### src/rtl/sdram_wbuf.sv
// sdram_wbuf: posted-write FIFO in front of the SDRAM controller with in-order read pass-through; define SDRAM_WBUF_RAW_CHECK_EN to let reads bypass writes to other words
module sdram_wbuf #(
  parameter int DEPTH = 4
) (
  input  logic        SDRAM_CLK,
  input  logic        SDRAM_RST,
  input  logic [24:0] UP_WADDR,
  input  logic [31:0] UP_DIN,
  input  logic [3:0]  UP_BE,
  input  logic        UP_WE,
  output logic        UP_WE_RDY,
  input  logic [24:0] UP_RADDR,
  input  logic        UP_RD,
  output logic        UP_RD_RDY,
  output logic [31:0] UP_DOUT,
  output logic [24:0] DN_WADDR,
  output logic [31:0] DN_DIN,
  output logic [3:0]  DN_BE,
  output logic        DN_WE,
  input  logic        DN_WE_RDY,
  output logic [24:0] DN_RADDR,
  output logic        DN_RD,
  input  logic        DN_RD_RDY,
  input  logic [31:0] DN_DOUT
);
  localparam int AW = $clog2(DEPTH);
  typedef enum logic [2:0] {IDLE, WR_ISSUE, WR_GAP, WR_WAIT, RD_ISSUE, RD_GAP, RD_WAIT} state_t;
  state_t r_state;
  logic [24:0] r_addr [DEPTH];
  logic [31:0] r_din [DEPTH];
  logic [3:0] r_be [DEPTH];
  logic [AW:0] r_wptr, r_rptr;
  logic [24:0] r_raddr;
  logic [31:0] r_dout;
  logic r_rd_pend, r_rd_rdy, r_dn_we, r_dn_rd;
  logic w_full, w_empty, w_push, w_rd_ok;
  assign w_empty = r_wptr == r_rptr;
  assign w_full = (r_wptr[AW] != r_rptr[AW]) && (r_wptr[AW-1:0] == r_rptr[AW-1:0]);
  assign w_push = UP_WE && !w_full;
  assign UP_WE_RDY = !w_full;
  assign UP_RD_RDY = r_rd_rdy;
  assign UP_DOUT = r_dout;
  assign DN_WADDR = r_addr[r_rptr[AW-1:0]];
  assign DN_DIN = r_din[r_rptr[AW-1:0]];
  assign DN_BE = r_be[r_rptr[AW-1:0]];
  assign DN_WE = r_dn_we;
  assign DN_RADDR = r_raddr;
  assign DN_RD = r_dn_rd;
`ifdef SDRAM_WBUF_RAW_CHECK_EN
  logic [AW:0] w_cnt;
  logic w_hit;
  assign w_cnt = r_wptr - r_rptr;
  // A pending read waits while any live entry, including one pushed this cycle, targets its word
  always_comb begin
    w_hit = w_push && UP_WADDR[24:2] == r_raddr[24:2];
    for (int i = 0; i < DEPTH; i++)
      w_hit = w_hit | (({1'b0, AW'(i) - r_rptr[AW-1:0]} < w_cnt) && r_addr[i][24:2] == r_raddr[24:2]);
  end
  assign w_rd_ok = r_rd_pend && !w_hit;
`else
  assign w_rd_ok = r_rd_pend && w_empty;
`endif
  // Push accepted writes at the FIFO tail
  always_ff @(posedge SDRAM_CLK) begin
    if (SDRAM_RST) r_wptr <= '0;
    else if (w_push) begin
      r_addr[r_wptr[AW-1:0]] <= UP_WADDR;
      r_din[r_wptr[AW-1:0]] <= UP_DIN;
      r_be[r_wptr[AW-1:0]] <= UP_BE;
      r_wptr <= r_wptr + (AW+1)'(1);
    end
  end
  // Accept reads, drain the FIFO head, issue reads and return their data
  always_ff @(posedge SDRAM_CLK) begin
    if (SDRAM_RST) begin
      r_state <= IDLE;
      r_rptr <= '0;
      r_raddr <= '0;
      r_dout <= '0;
      r_rd_pend <= 1'b0;
      r_rd_rdy <= 1'b1;
      r_dn_we <= 1'b0;
      r_dn_rd <= 1'b0;
    end else begin
      r_dn_we <= 1'b0;
      r_dn_rd <= 1'b0;
      if (UP_RD && r_rd_rdy) begin
        r_raddr <= UP_RADDR;
        r_rd_pend <= 1'b1;
        r_rd_rdy <= 1'b0;
      end
      case (r_state)
        IDLE:
          if (w_rd_ok) begin
            r_state <= RD_ISSUE;
            r_dn_rd <= 1'b1;
            r_rd_pend <= 1'b0;
          end else if (!w_empty && DN_WE_RDY) begin
            r_state <= WR_ISSUE;
            r_dn_we <= 1'b1;
          end
        WR_ISSUE: r_state <= WR_GAP;
        WR_GAP: r_state <= WR_WAIT;
        WR_WAIT:
          if (DN_WE_RDY) begin
            r_rptr <= r_rptr + (AW+1)'(1);
            r_state <= IDLE;
          end
        RD_ISSUE: r_state <= RD_GAP;
        RD_GAP: r_state <= RD_WAIT;
        RD_WAIT:
          if (DN_RD_RDY) begin
            r_dout <= DN_DOUT;
            r_rd_rdy <= 1'b1;
            r_state <= IDLE;
          end
        default: r_state <= IDLE;
      endcase
    end
  end
endmodule
### config.mk
export PLATFORM = sky130hd
export DESIGN_NAME = sdram_wbuf
export DESIGN_NICKNAME = d
export VERILOG_FILES = /design/src/rtl/sdram_wbuf.sv
export SDC_FILE = /design/constraint.sdc
export NUM_CORES = 1
export LEC_CHECK = 0
export ABC_CLOCK_PERIOD_IN_PS = 8400
export CAP_MARGIN = 40
export CORE_UTILIZATION = 33
export CTS_CLUSTER_DIAMETER = 120
export DETAILED_ROUTE_END_ITERATION = 8
export DONT_BUFFER_PORTS = 1
export GPL_ROUTABILITY_DRIVEN = 1
export PLACE_DENSITY = 0.46
export SLEW_MARGIN = 15
export SYNTH_ARGS = -nofsm -noshare
export SYNTH_HDL_FRONTEND = slang
export SYNTH_SLANG_ARGS = --single-unit
### constraint.sdc
create_clock -name SDRAM_CLK -period 8.4 [get_ports SDRAM_CLK]
set_clock_uncertainty 0.05 [all_clocks]
set_input_delay 1.26 -clock SDRAM_CLK [delete_from_list [all_inputs] [get_ports SDRAM_CLK]]
set_output_delay 1.26 -clock SDRAM_CLK [all_outputs]
set_load 0.005 [all_outputs]
# Yosys cells after proc, flatten, opt, wreduce, memory -nomap -nowiden
# Memories as Yosys holds them, arrays and structs flattened. A register that Yosys moved wholly into a read port is not among the register bits.
# Cells that the tools add are included.
totals:
  input_bits: 124
  n_memories: 3
  register_bits: 70
  ramBits: 244
  out_inout_bits: 122
  word_cells: 62
op_classes:
  bitwise: 1
  reduce_logical: 13
  mux: 22
  add_sub_neg: 2
  eq_ne: 12
mem_list:
  columns: ["memory", "words", "width", "read_ports", "rd_ports_with_merged_regs", "write_ports", "line", "rtl"]
  rows:
  - ["r_din", 4, 32, 1, 1, 1, "30", "logic [31:0] r_din [DEPTH];"]
  - ["r_addr", 4, 25, 1, 1, 1, "29", "logic [24:0] r_addr [DEPTH];"]
  - ["r_be", 4, 4, 1, 1, 1, "31", "logic [3:0] r_be [DEPTH];"]
ops:
  columns: ["op", "n"]
  rows:
  - ["$pmux W3 S7", 1]
  - ["$mux W2", 6]
  - ["$mux W3", 4]
  - ["$mux W1", 11]
  - ["$eq A3 B3 Y1 const B", 3]
  - ["$add A3 B1 Y3 const B", 2]
  - ["$eq A3 B2 Y1 const B", 2]
  - ["$logic_and A1 B1 Y1", 5]
  - ["$ne A2 B2 Y1 const B", 2]
  - ["$reduce_and A2 Y1", 2]
  - ["$eq A3 B1 Y1 const B", 1]
  - ["$eq A3 B3 Y1", 1]
  - ["$logic_not A3 Y1", 1]
  - ["$ne A3 B3 Y1 const B", 1]
  - ["$reduce_and A3 Y1", 1]
  - ["$reduce_or A3 Y1", 1]
  - ["$eq A2 B2 Y1", 1]
  - ["$logic_not A1 Y1", 2]
  - ["$reduce_or A2 Y1", 1]
  - ["$ne A1 B1 Y1", 1]
  - ["$not A1 Y1", 1]

# Longest topological paths before layout
# Gate-level depths: netlist of run 1.
logic_depth:
  word_depth: 7
  mapped_depth: 6
  depth_no_buf: 4

# Worst setup path before layout of run 1
# Ideal clock, no wire load.
synth_timing:
  path_type: "in2reg"
  from: "input port SDRAM_RST"
  to: "memory r_addr[1][0] (enable)"
  setup_slack_ps: 4895
  stages: 3
  arrival_time_ps: 3030
  required_time_ps: 7924
  setup_ps: 426
  n_path_buf: 1
  cell_sequence: "clkbuf_1 > nor2_1 > and3_1"
synth_via:
  elab_chain_len: 2
synth_rtl:
  columns: ["element", "line", "rtl"]
  rows:
  - ["start, declared", "6", "input logic SDRAM_RST,"]
  - ["$mux W1", "65", "if (SDRAM_RST) r_wptr <= '0;"]
  - ["$mux W1 (not written as such)", "67", "r_addr[r_wptr[AW-1:0]] <= UP_WADDR;"]
  - ["end, declared", "29", null]
# Every way passes these cells.

==> impl_metrics.json, run 1 <==
{
  "arrival_ps": 2360,
  "crit_chain": "buf_4 -> buf_16 -> mux4_2",
  "cts.sinks": 316,
  "min_from": "DN_RADDR[23]$_SDFFE_PP0P_",
  "setup_ws_ps": 4730,
  "switching_share_pct": 20.7,
  "max_freq_mhz": 273,
  "ant_nets": 0,
  "gp_congestion": 0.776,
  "antenna_found_initial": 0,
  "cts_tree": "yes",
  "die_y_um": 189,
  "hp-class": "flip-flop to flip-flop",
  "avgSynthCellArea_um2": 17.4,
  "yosysSeqAreaShare_pct": 76.1,
  "power_frac_clock_pct": 42.0,
  "synth_top_cell_by_area": "edfxtp_1",
  "combPwrFrac_pct": 4.2,
  "viasPerCell": 4.90,
  "finalWirelength_um": 23300,
  "crit_path_max_fanout": 33,
  "cts-buffers-inserted": 34,
  "syn_area_mm2": 0.0115,
  "status": "completed",
  "grt_max_degree": 72,
  "clkLatencyLatePin_ps": 500,
  "grt_pass1_wl_um": 35500,
  "areaGrowthSynthToFinish_pct": 14.3,
  "crit_required_ps": 7090,
  "num_rows": 68,
  "track_usage_pct": 13.1,
  "hold_buffers": 0,
  "dieArea_mm2": 0.0357,
  "start_util_pct": 33.4,
  "h-tree-depth": 2,
  "grt-ovfl-total": 0,
  "finalCritPeriodShare_pct": 43.6,
  "ios": 246,
  "crit_path_start_kind": "flip-flop",
  "hold_slack_ps": 422,
  "synthTopCellsByArea": "edfxtp_1 (64%), dfxtp_1 (13%), mux4_2 (12%)",
  "crit_type": "flip-flop to output pin",
  "synth_top_area_share_pct": 63.6,
  "clockRootBuffer": "clkbuf_16",
  "die_x_um": 189,
  "total_power_mw": 3.32,
  "synthCells": 662,
  "cellLeakagePower_nw": 4.04,
  "rsz0062_at_grt": "no",
  "cts_resized": 0,
  "slew_headroom_pct": 42.9,
  "n_fill_cell": 3193,
  "vias": 5617,
  "drt_iter0_markers": 322,
  "ys_async_sr_fraction_pct": 0,
  "ys_ff_latch": 316,
  "io_buffers": 0,
  "irDropWorstVdd_mv": 0.124,
  "setup-tns-final_ps": 0,
  "timing.final.crit_period_ps": 3670,
  "final_area_mm2": 0.0132,
  "dpl_cell_area_mm2": 0.0121,
  "p_seq_share_pct": 53.8,
  "hpwl_um": 15500,
  "grt_pass1_vias": 6043,
  "final-hold-violation-count": 0,
  "dpl_worst_slack_ps": 5170,
  "synthFlopType": "edfxtp_1",
  "p_int_mw": 2.63,
  "wl_per_cell_um": 20.3,
  "synth-edff-count": 244,
  "firstDrtPassIters": 4,
  "yosysWarnings": 0,
  "drv_slew": 0,
  "path_clk_slew_ps": 60,
  "critical_path.top_delay_family": "buffers and inverters",
  "critPathBufInv": 2,
  "core_mm2": 0.0345,
  "worst-slew-pin-transition_ps": 856,
  "multi_input_area_mm2": 0.00259,
  "num_antenna_cells": 0,
  "cts_setup_buffers": 0,
  "worstSetupEndpointType": "output pin",
  "ctsLongestPathBuffers": 3,
  "drc": 0,
  "critPathSlowestCell": "mux4_2",
  "setup_viol": 0,
  "nets": 799,
  "register_area_mm2": 0.00878,
  "synth_cell_type_count": 38,
  "r2r_start": "r_wptr[0]$_SDFFE_PP0P_",
  "switching_power_mw": 0.687,
  "maxCapViolCount": 0,
  "synth_nets": 791,
  "critPathMaxStageDelay_ps": 570,
  "drive_gt1_share_pct": 17.9,
  "power_density_mw_per_mm2": 252
}
Yosys cell counts (4+ instances only):
| library cell | n |
|---|---|
| inv_1 | 5 |
| nand3_1 | 4 |
| nor2_1 | 7 |
| edfxtp_1 | 244 |
| mux4_2 | 61 |
| ha_1 | 5 |
| xor2_1 | 4 |
| o21ai_0 | 4 |
| a21oi_1 | 60 |
| buf_2 | 18 |
| clkbuf_1 | 18 |
| nand2_1 | 122 |
| dfxtp_1 | 72 |
placed cells by master (no fill, tap or decap), types with 3 or more instances in the layout:
| cell | n |
|---|---|
| nand2_1 | 122 |
| xnor2_1 | 3 |
| a21oi_1 | 60 |
| buf_16 | 4 |
| dfxtp_1 | 70 |
| ha_1 | 5 |
| xor2_1 | 4 |
| nand2b_1 | 3 |
| mux4_2 | 61 |
| clkinvlp_4 | 3 |
| clkinv_2 | 3 |
| edfxtp_1 | 244 |
| nand3_1 | 4 |
| inv_1 | 5 |
| clkinv_1 | 5 |
| o21ai_0 | 4 |
| clkbuf_16 | 35 |
| nor2_1 | 7 |
| clkbuf_1 | 6 |
power by group through the flow:
stage               clock [mW]  combinational (mW)  sequential (mW)
floorplan                    0               0.116             1.80
global placement             0               0.134             1.82
detailed placement           0               0.146             1.82
CTS                       1.44               0.146             1.79
global route              1.49               0.156             1.79
finish                    1.39               0.141             1.79
cell type report:
type | instances | area share (%)
Sequential cell | 316 | 66.6
Multi-Input combinational cell | 304 | 19.6
Clock buffer | 41 | 6.82
Tap cell | 455 | 4.32
Timing Repair Buffer | 9 | 1.37
Clock inverter | 17 | 1.09
Inverter | 5 | 0.142
final timing paths:
kind	end	slack [ps]	depth (start not counted)
max	DN_WADDR[9]	4730	3
min	DN_RADDR[23]$_SDFFE_PP0P_	420	2
max reg2reg	r_din[2][1]$_DFFE_PP_	6140	4
min reg2reg	DN_RADDR[23]$_SDFFE_PP0P_	420	2
state kept, by name, summed over array words and instances, names as in the netlist, named ones only:
name,cells
r_rptr,3
UP_RD_RDY,1
DN_RADDR,25
DN_RD,1
DN_WE,1
r_state,3
r_be,16
r_wptr,3
r_addr,100
r_din,128
r_rd_pend,1
UP_DOUT,32
cell families (layout without fill, tap and decap cells):
| kind of cell | Yosys count | after routing | share of synthesized area (%) |
|---|---|---|---|
| compound gates | 73 | 73 | 3.42 |
| flops | 316 | 316 | 76.1 |
| buf+inv | 42 | 72 | 1.56 |
| fa+ha+maj | 5 | 5 | 0.543 |
| mux | 62 | 62 | 12.0 |
| xor+xnor | 7 | 7 | 0.532 |
| simple gates | 157 | 157 | 5.82 |
through the flow:
| step | util, % | instances |
|---|---|---|
| 3_3_place_gp | 34.7 | 1082 |
| 4_1_cts | 38.2 | 1147 |
| 5_1_grt | 38.2 | 1147 |
| 2_1_floorplan | - | 662 |
| 3_5_place_dp | 35.2 | 1089 |
| 6_report | 38.2 | 1147 |
layer usage:
| layer | track usage, % | share of wire (%) |
|---|---|---|
| met2 | 22.5 | 50 |
| met5 | 0 | 0 |
| met4 | 4.28 | 2.2 |
| met1 | 14.8 | 38 |
| met3 | 5.04 | 9.8 |
worst reg2reg max path: cells and delay by family (launching register included):
kind,cells,cell delay [ps]
AND/OR/NAND/NOR,2,900
flip-flops,1,490
buffers and inverters,1,290
XOR/XNOR,1,180
(Power assumes the default switching activity.)
==> run 2: changes to the inputs <==
Settings changed: ABC_CLOCK_PERIOD_IN_PS 8400 to 3780.
Clock period 8.4 ns to 3.78 ns, I/O delays scaled along.
==> impl_metrics.json, run 2 (synthesis results as in run 1) <==
{
  "status": "completed",
  "die_y_um": 189,
  "ff2ff_setup_slack_ps": 1540,
  "arrival_ps": 2170,
  "crit_path_start_kind": "flip-flop",
  "drc": 0,
  "irDropWorstVdd_mv": 0.258,
  "areaGrowthSynthToFinish_pct": 14.3,
  "path_clk_slew_ps": 60,
  "slew_headroom_pct": 43.1,
  "die_x_um": 189,
  "drt_iter0_markers": 245,
  "num_rows": 68,
  "crit_path_max_fanout": 39,
  "met2_usage_pct": 21.9,
  "holdPathStages": 1,
  "setup_viol": 0,
  "final_cell_mix": "edfxtp_1 (244), nand2_1 (122), dfxtp_1 (70), mux4_2 (61), a21oi_1 (60)",
  "final_common_cell": "edfxtp_1",
  "cellLeakagePower_nw": 4.06,
  "track_usage_pct": 13.2,
  "crit_type": "flip-flop to output pin",
  "ctsLongestPathBuffers": 3,
  "timing.final.crit_period_ps": 2790,
  "gp_congestion": 0.790,
  "wl_per_cell_um": 20.4,
  "min_from": "SDRAM_RST",
  "drive_gt1_share_pct": 18.2,
  "numPlacedInstances": 1088,
  "cts-buffers-inserted": 35,
  "p_seq_share_pct": 53.5,
  "nets": 799,
  "ios": 246,
  "largest_reg_flops": 128,
  "rsz0062_at_grt": "no",
  "layoutNonFillerInstCount": 1146,
  "grt_use_met3_pct": 5.54,
  "busiest_layer": "met2",
  "vias": 5589,
  "h-tree-depth": 2,
  "finalWirelength_um": 23400,
  "maxCapViolCount": 0,
  "grt-ovfl-total": 0,
  "power_frac_clock_pct": 42.4,
  "crit_required_ps": 3160,
  "cts_tree": "yes",
  "setup-tns-final_ps": 0,
  "switching_power_mw": 1.54,
  "cts_resized": 0,
  "worst-slew-pin-transition_ps": 853,
  "antenna_found_initial": 0,
  "core_mm2": 0.0345,
  "r2r_end": "r_addr[0][6]$_DFFE_PP_",
  "final-hold-violation-count": 0,
  "grt_pass1_vias": 6112,
  "start_util_pct": 33.4,
  "ant_nets": 0,
  "use_met1_pct": 15.4,
  "r2r_start": "r_wptr[1]$_SDFFE_PP0P_",
  "reg2reg_depth": 4,
  "finalCritPeriodShare_pct": 73.9,
  "clockRootBuffer": "clkbuf_16",
  "io_buffers": 0,
  "cts_setup_buffers": 0,
  "firstDrtPassIters": 4,
  "worstSetupEndpointType": "output pin",
  "p_int_mw": 5.89,
  "drv_slew": 0,
  "hpwl_um": 15100,
  "hold_buffers": 0,
  "max_freq_mhz": 358,
  "switching_share_pct": 20.7,
  "holdPathEnd": "r_state[0]$_SDFFE_PP0P_",
  "num_antenna_cells": 0,
  "viasPerCell": 4.88,
  "grt_pass1_wl_um": 35900,
  "combPwrFrac_pct": 4.2,
  "power_density_mw_per_mm2": 564,
  "cts.sinks": 316,
  "dieArea_mm2": 0.0357,
  "hp-class": "primary input to flip-flop",
  "clkLatencyLatePin_ps": 510,
  "grt_max_degree": 72
}
-- run 2: critical path: stages, from the launching register on --
cell and delay (ps):
dfxtp_4 660, buf_12 380, mux4_2 600
-- run 2: area by class of cell --
class | instances | area (µm²)
Clock buffer | 45 | 962
Clock inverter | 13 | 104
Fill cell | 3187 | 21300
Inverter | 5 | 18.8
Multi-Input combinational cell | 304 | 2590
Sequential cell | 316 | 8780
Tap cell | 455 | 569
Timing Repair Buffer | 8 | 150
-- run 2: worst max-delay path by stage --
| stage | end | slack (ps) |
|---|---|---|
| after floorplan | r_addr[1][0]$_DFFE_PP_ | 970 |
| after global placement | DN_WADDR[23] | 1420 |
| after detailed placement | DN_WADDR[23] | 1420 |
| after CTS | DN_WADDR[23] | 880 |
| after global routing | DN_WADDR[23] | 810 |
| final | DN_WADDR[9] | 990 |
-- run 2: per-stage QoR --
step	power (mW)	setup slack (ps)	hold slack (ps)	utilization, %	area [µm²]
2_1_floorplan	4.27	968	403	-	11500
3_3_place_gp	4.34	1420	412	34.8	12000
3_5_place_dp	4.36	1420	414	35.1	12100
4_1_cts	7.54	879	51.1	38.2	13200
5_1_grt	7.70	814	52.6	38.2	13200
6_report	7.42	988	76.8	38.2	13200
-- run 2: layer usage --
layer / up-vias / routed length (µm)
met4: 0 / 458
met2: 241 / 11300
met5: - / 0
li1: 2546 / -
met3: 37 / 2410
met1: 2765 / 9150
-- run 2: power by group through the flow --
stage / clock, mW / combinational (mW) / sequential (mW)
2_1_floorplan: 0 / 0.257 / 4.01
3_3_place_gp: 0 / 0.300 / 4.04
3_5_place_dp: 0 / 0.319 / 4.04
4_1_cts: 3.25 / 0.320 / 3.97
5_1_grt: 3.38 / 0.341 / 3.98
6_report: 3.15 / 0.308 / 3.97
==> run 3: changes to the inputs <==
Settings changed: ABC_CLOCK_PERIOD_IN_PS 3780 to 2920.
Clock period 3.78 ns to 2.92 ns, I/O delays scaled along.
==> impl_metrics.json, run 3 (synthesis results as in run 1) <==
{
  "largest_reg_flops": 128,
  "total_power_mw": 9.94,
  "viasPerCell": 4.86,
  "dpl_worst_slack_ps": 705,
  "worstSetupEndpointType": "output pin",
  "track_usage_pct": 13.6,
  "crit_path_start_kind": "flip-flop",
  "drt_iter0_markers": 354,
  "hp-class": "primary input to flip-flop",
  "finalCritPeriodShare_pct": 86.1,
  "vias": 6045,
  "drv_slew": 0,
  "num_rows": 68,
  "timing.final.crit_period_ps": 2520,
  "slew_headroom_pct": 42.5,
  "power_density_mw_per_mm2": 703,
  "cts_setup_buffers": 0,
  "dpl_cell_area_mm2": 0.0121,
  "die_x_um": 189,
  "cts.sinks": 316,
  "crit_required_ps": 2430,
  "gp_congestion": 0.738,
  "cts_resized": 0,
  "irDropWorstVdd_mv": 0.332,
  "areaGrowthSynthToFinish_pct": 22.8,
  "ios": 246,
  "h-tree-depth": 2,
  "final_area_mm2": 0.0141,
  "clockRootBuffer": "clkbuf_16",
  "ctsLongestPathBuffers": 3,
  "setup_ws_ps": 404,
  "max_freq_mhz": 398,
  "path_clk_slew_ps": 60,
  "setup_viol": 0,
  "ant_nets": 0,
  "firstDrtPassIters": 4,
  "layoutNonFillerInstCount": 1244,
  "grt_max_degree": 67,
  "cts_tree": "yes",
  "grt_pass1_wl_um": 37400,
  "drive_gt1_share_pct": 16.8,
  "final_common_cell": "edfxtp_1",
  "maxCapViolCount": 0,
  "drc": 0,
  "clkLatencyLatePin_ps": 510,
  "cellLeakagePower_nw": 4.47,
  "dieArea_mm2": 0.0357,
  "die_y_um": 189,
  "antenna_found_initial": 2,
  "crit_path_max_fanout": 34,
  "crit_type": "flip-flop to output pin",
  "grt_pass1_vias": 6627,
  "status": "completed",
  "cts-buffers-inserted": 36,
  "wl_per_cell_um": 19.6,
  "final_util_pct": 41.0,
  "final_cell_mix": "edfxtp_1 (244), nand2_1 (122), dlygate4sd3_1 (85), dfxtp_1 (70), mux4_2 (61)",
  "worst-slew-pin-transition_ps": 863,
  "hpwl_um": 15200,
  "rsz0062_at_grt": "no",
  "nets": 889,
  "numPlacedInstances": 1091,
  "core_mm2": 0.0345,
  "finalWirelength_um": 24300,
  "final-hold-violation-count": 0,
  "hold_slack_ps": 18.7,
  "hold_buffers": 86,
  "io_buffers": 0,
  "grt-ovfl-total": 0,
  "arrival_ps": 2030,
  "setup-tns-final_ps": 0,
  "start_util_pct": 33.4
}
==> run 3: changes by cell type in the layout (fill, tap and decap cells not counted), sizes merged <==
cell / before / now
buf: 8 / 12
clkbuf: 45 / 46
dlygate4sd3: 0 / 85
inv: 6 / 7
bufinv: 1 / 2
clkinv: 10 / 13
diode: 0 / 3
==> run 3: worst paths after layout <==
path                       startpoint  slack, ps  depth (start not counted)                  endpoint
max                         flip-flop        400                          2                DN_DIN[15]
min                        DN_DOUT[0]         20                          2   UP_DOUT[0]$_SDFFE_PP0P_
max reg2reg    r_wptr[1]$_SDFFE_PP0P_        660                          4    r_addr[1][6]$_DFFE_PP_
min reg2reg  UP_DOUT[13]$_SDFFE_PP0P_        430                          2  UP_DOUT[13]$_SDFFE_PP0P_
==> run 3: power by group <==
| group | internal [mW] | switching [mW] | total, mW |
|---|---|---|---|
| Clock | 2.56 | 1.68 | 4.25 |
| Sequential | 5.04 | 0.0934 | 5.13 |
| Combinational | 0.253 | 0.307 | 0.561 |
| Total | 7.86 | 2.08 | 9.94 |
==> run 3: final cells by class <==
class | count | area (µm²)
inverters | 5 | 18.8
fillers | 3111 | 20300
clock buffers | 46 | 987
diodes | 3 | 7.51
flip-flops and latches | 316 | 8780
multi-input cells | 304 | 2590
well taps | 455 | 569
repair buffers | 97 | 1060
clock inverters | 18 | 141
==> run 3: critical path, cell delays in order (launching register included) <==
cell and delay (ps):
dfxtp_4 570, buf_12 330, mux4_2 600
==> run 3: metal layers <==
layer	vias up	global-route usage [%]	share of wire, %
met4	0	4.22	2.2
met1	3021	15.7	39
met5	-	0	0
met3	38	4.23	8.4
li1	2741	-	-
met2	245	24.1	51
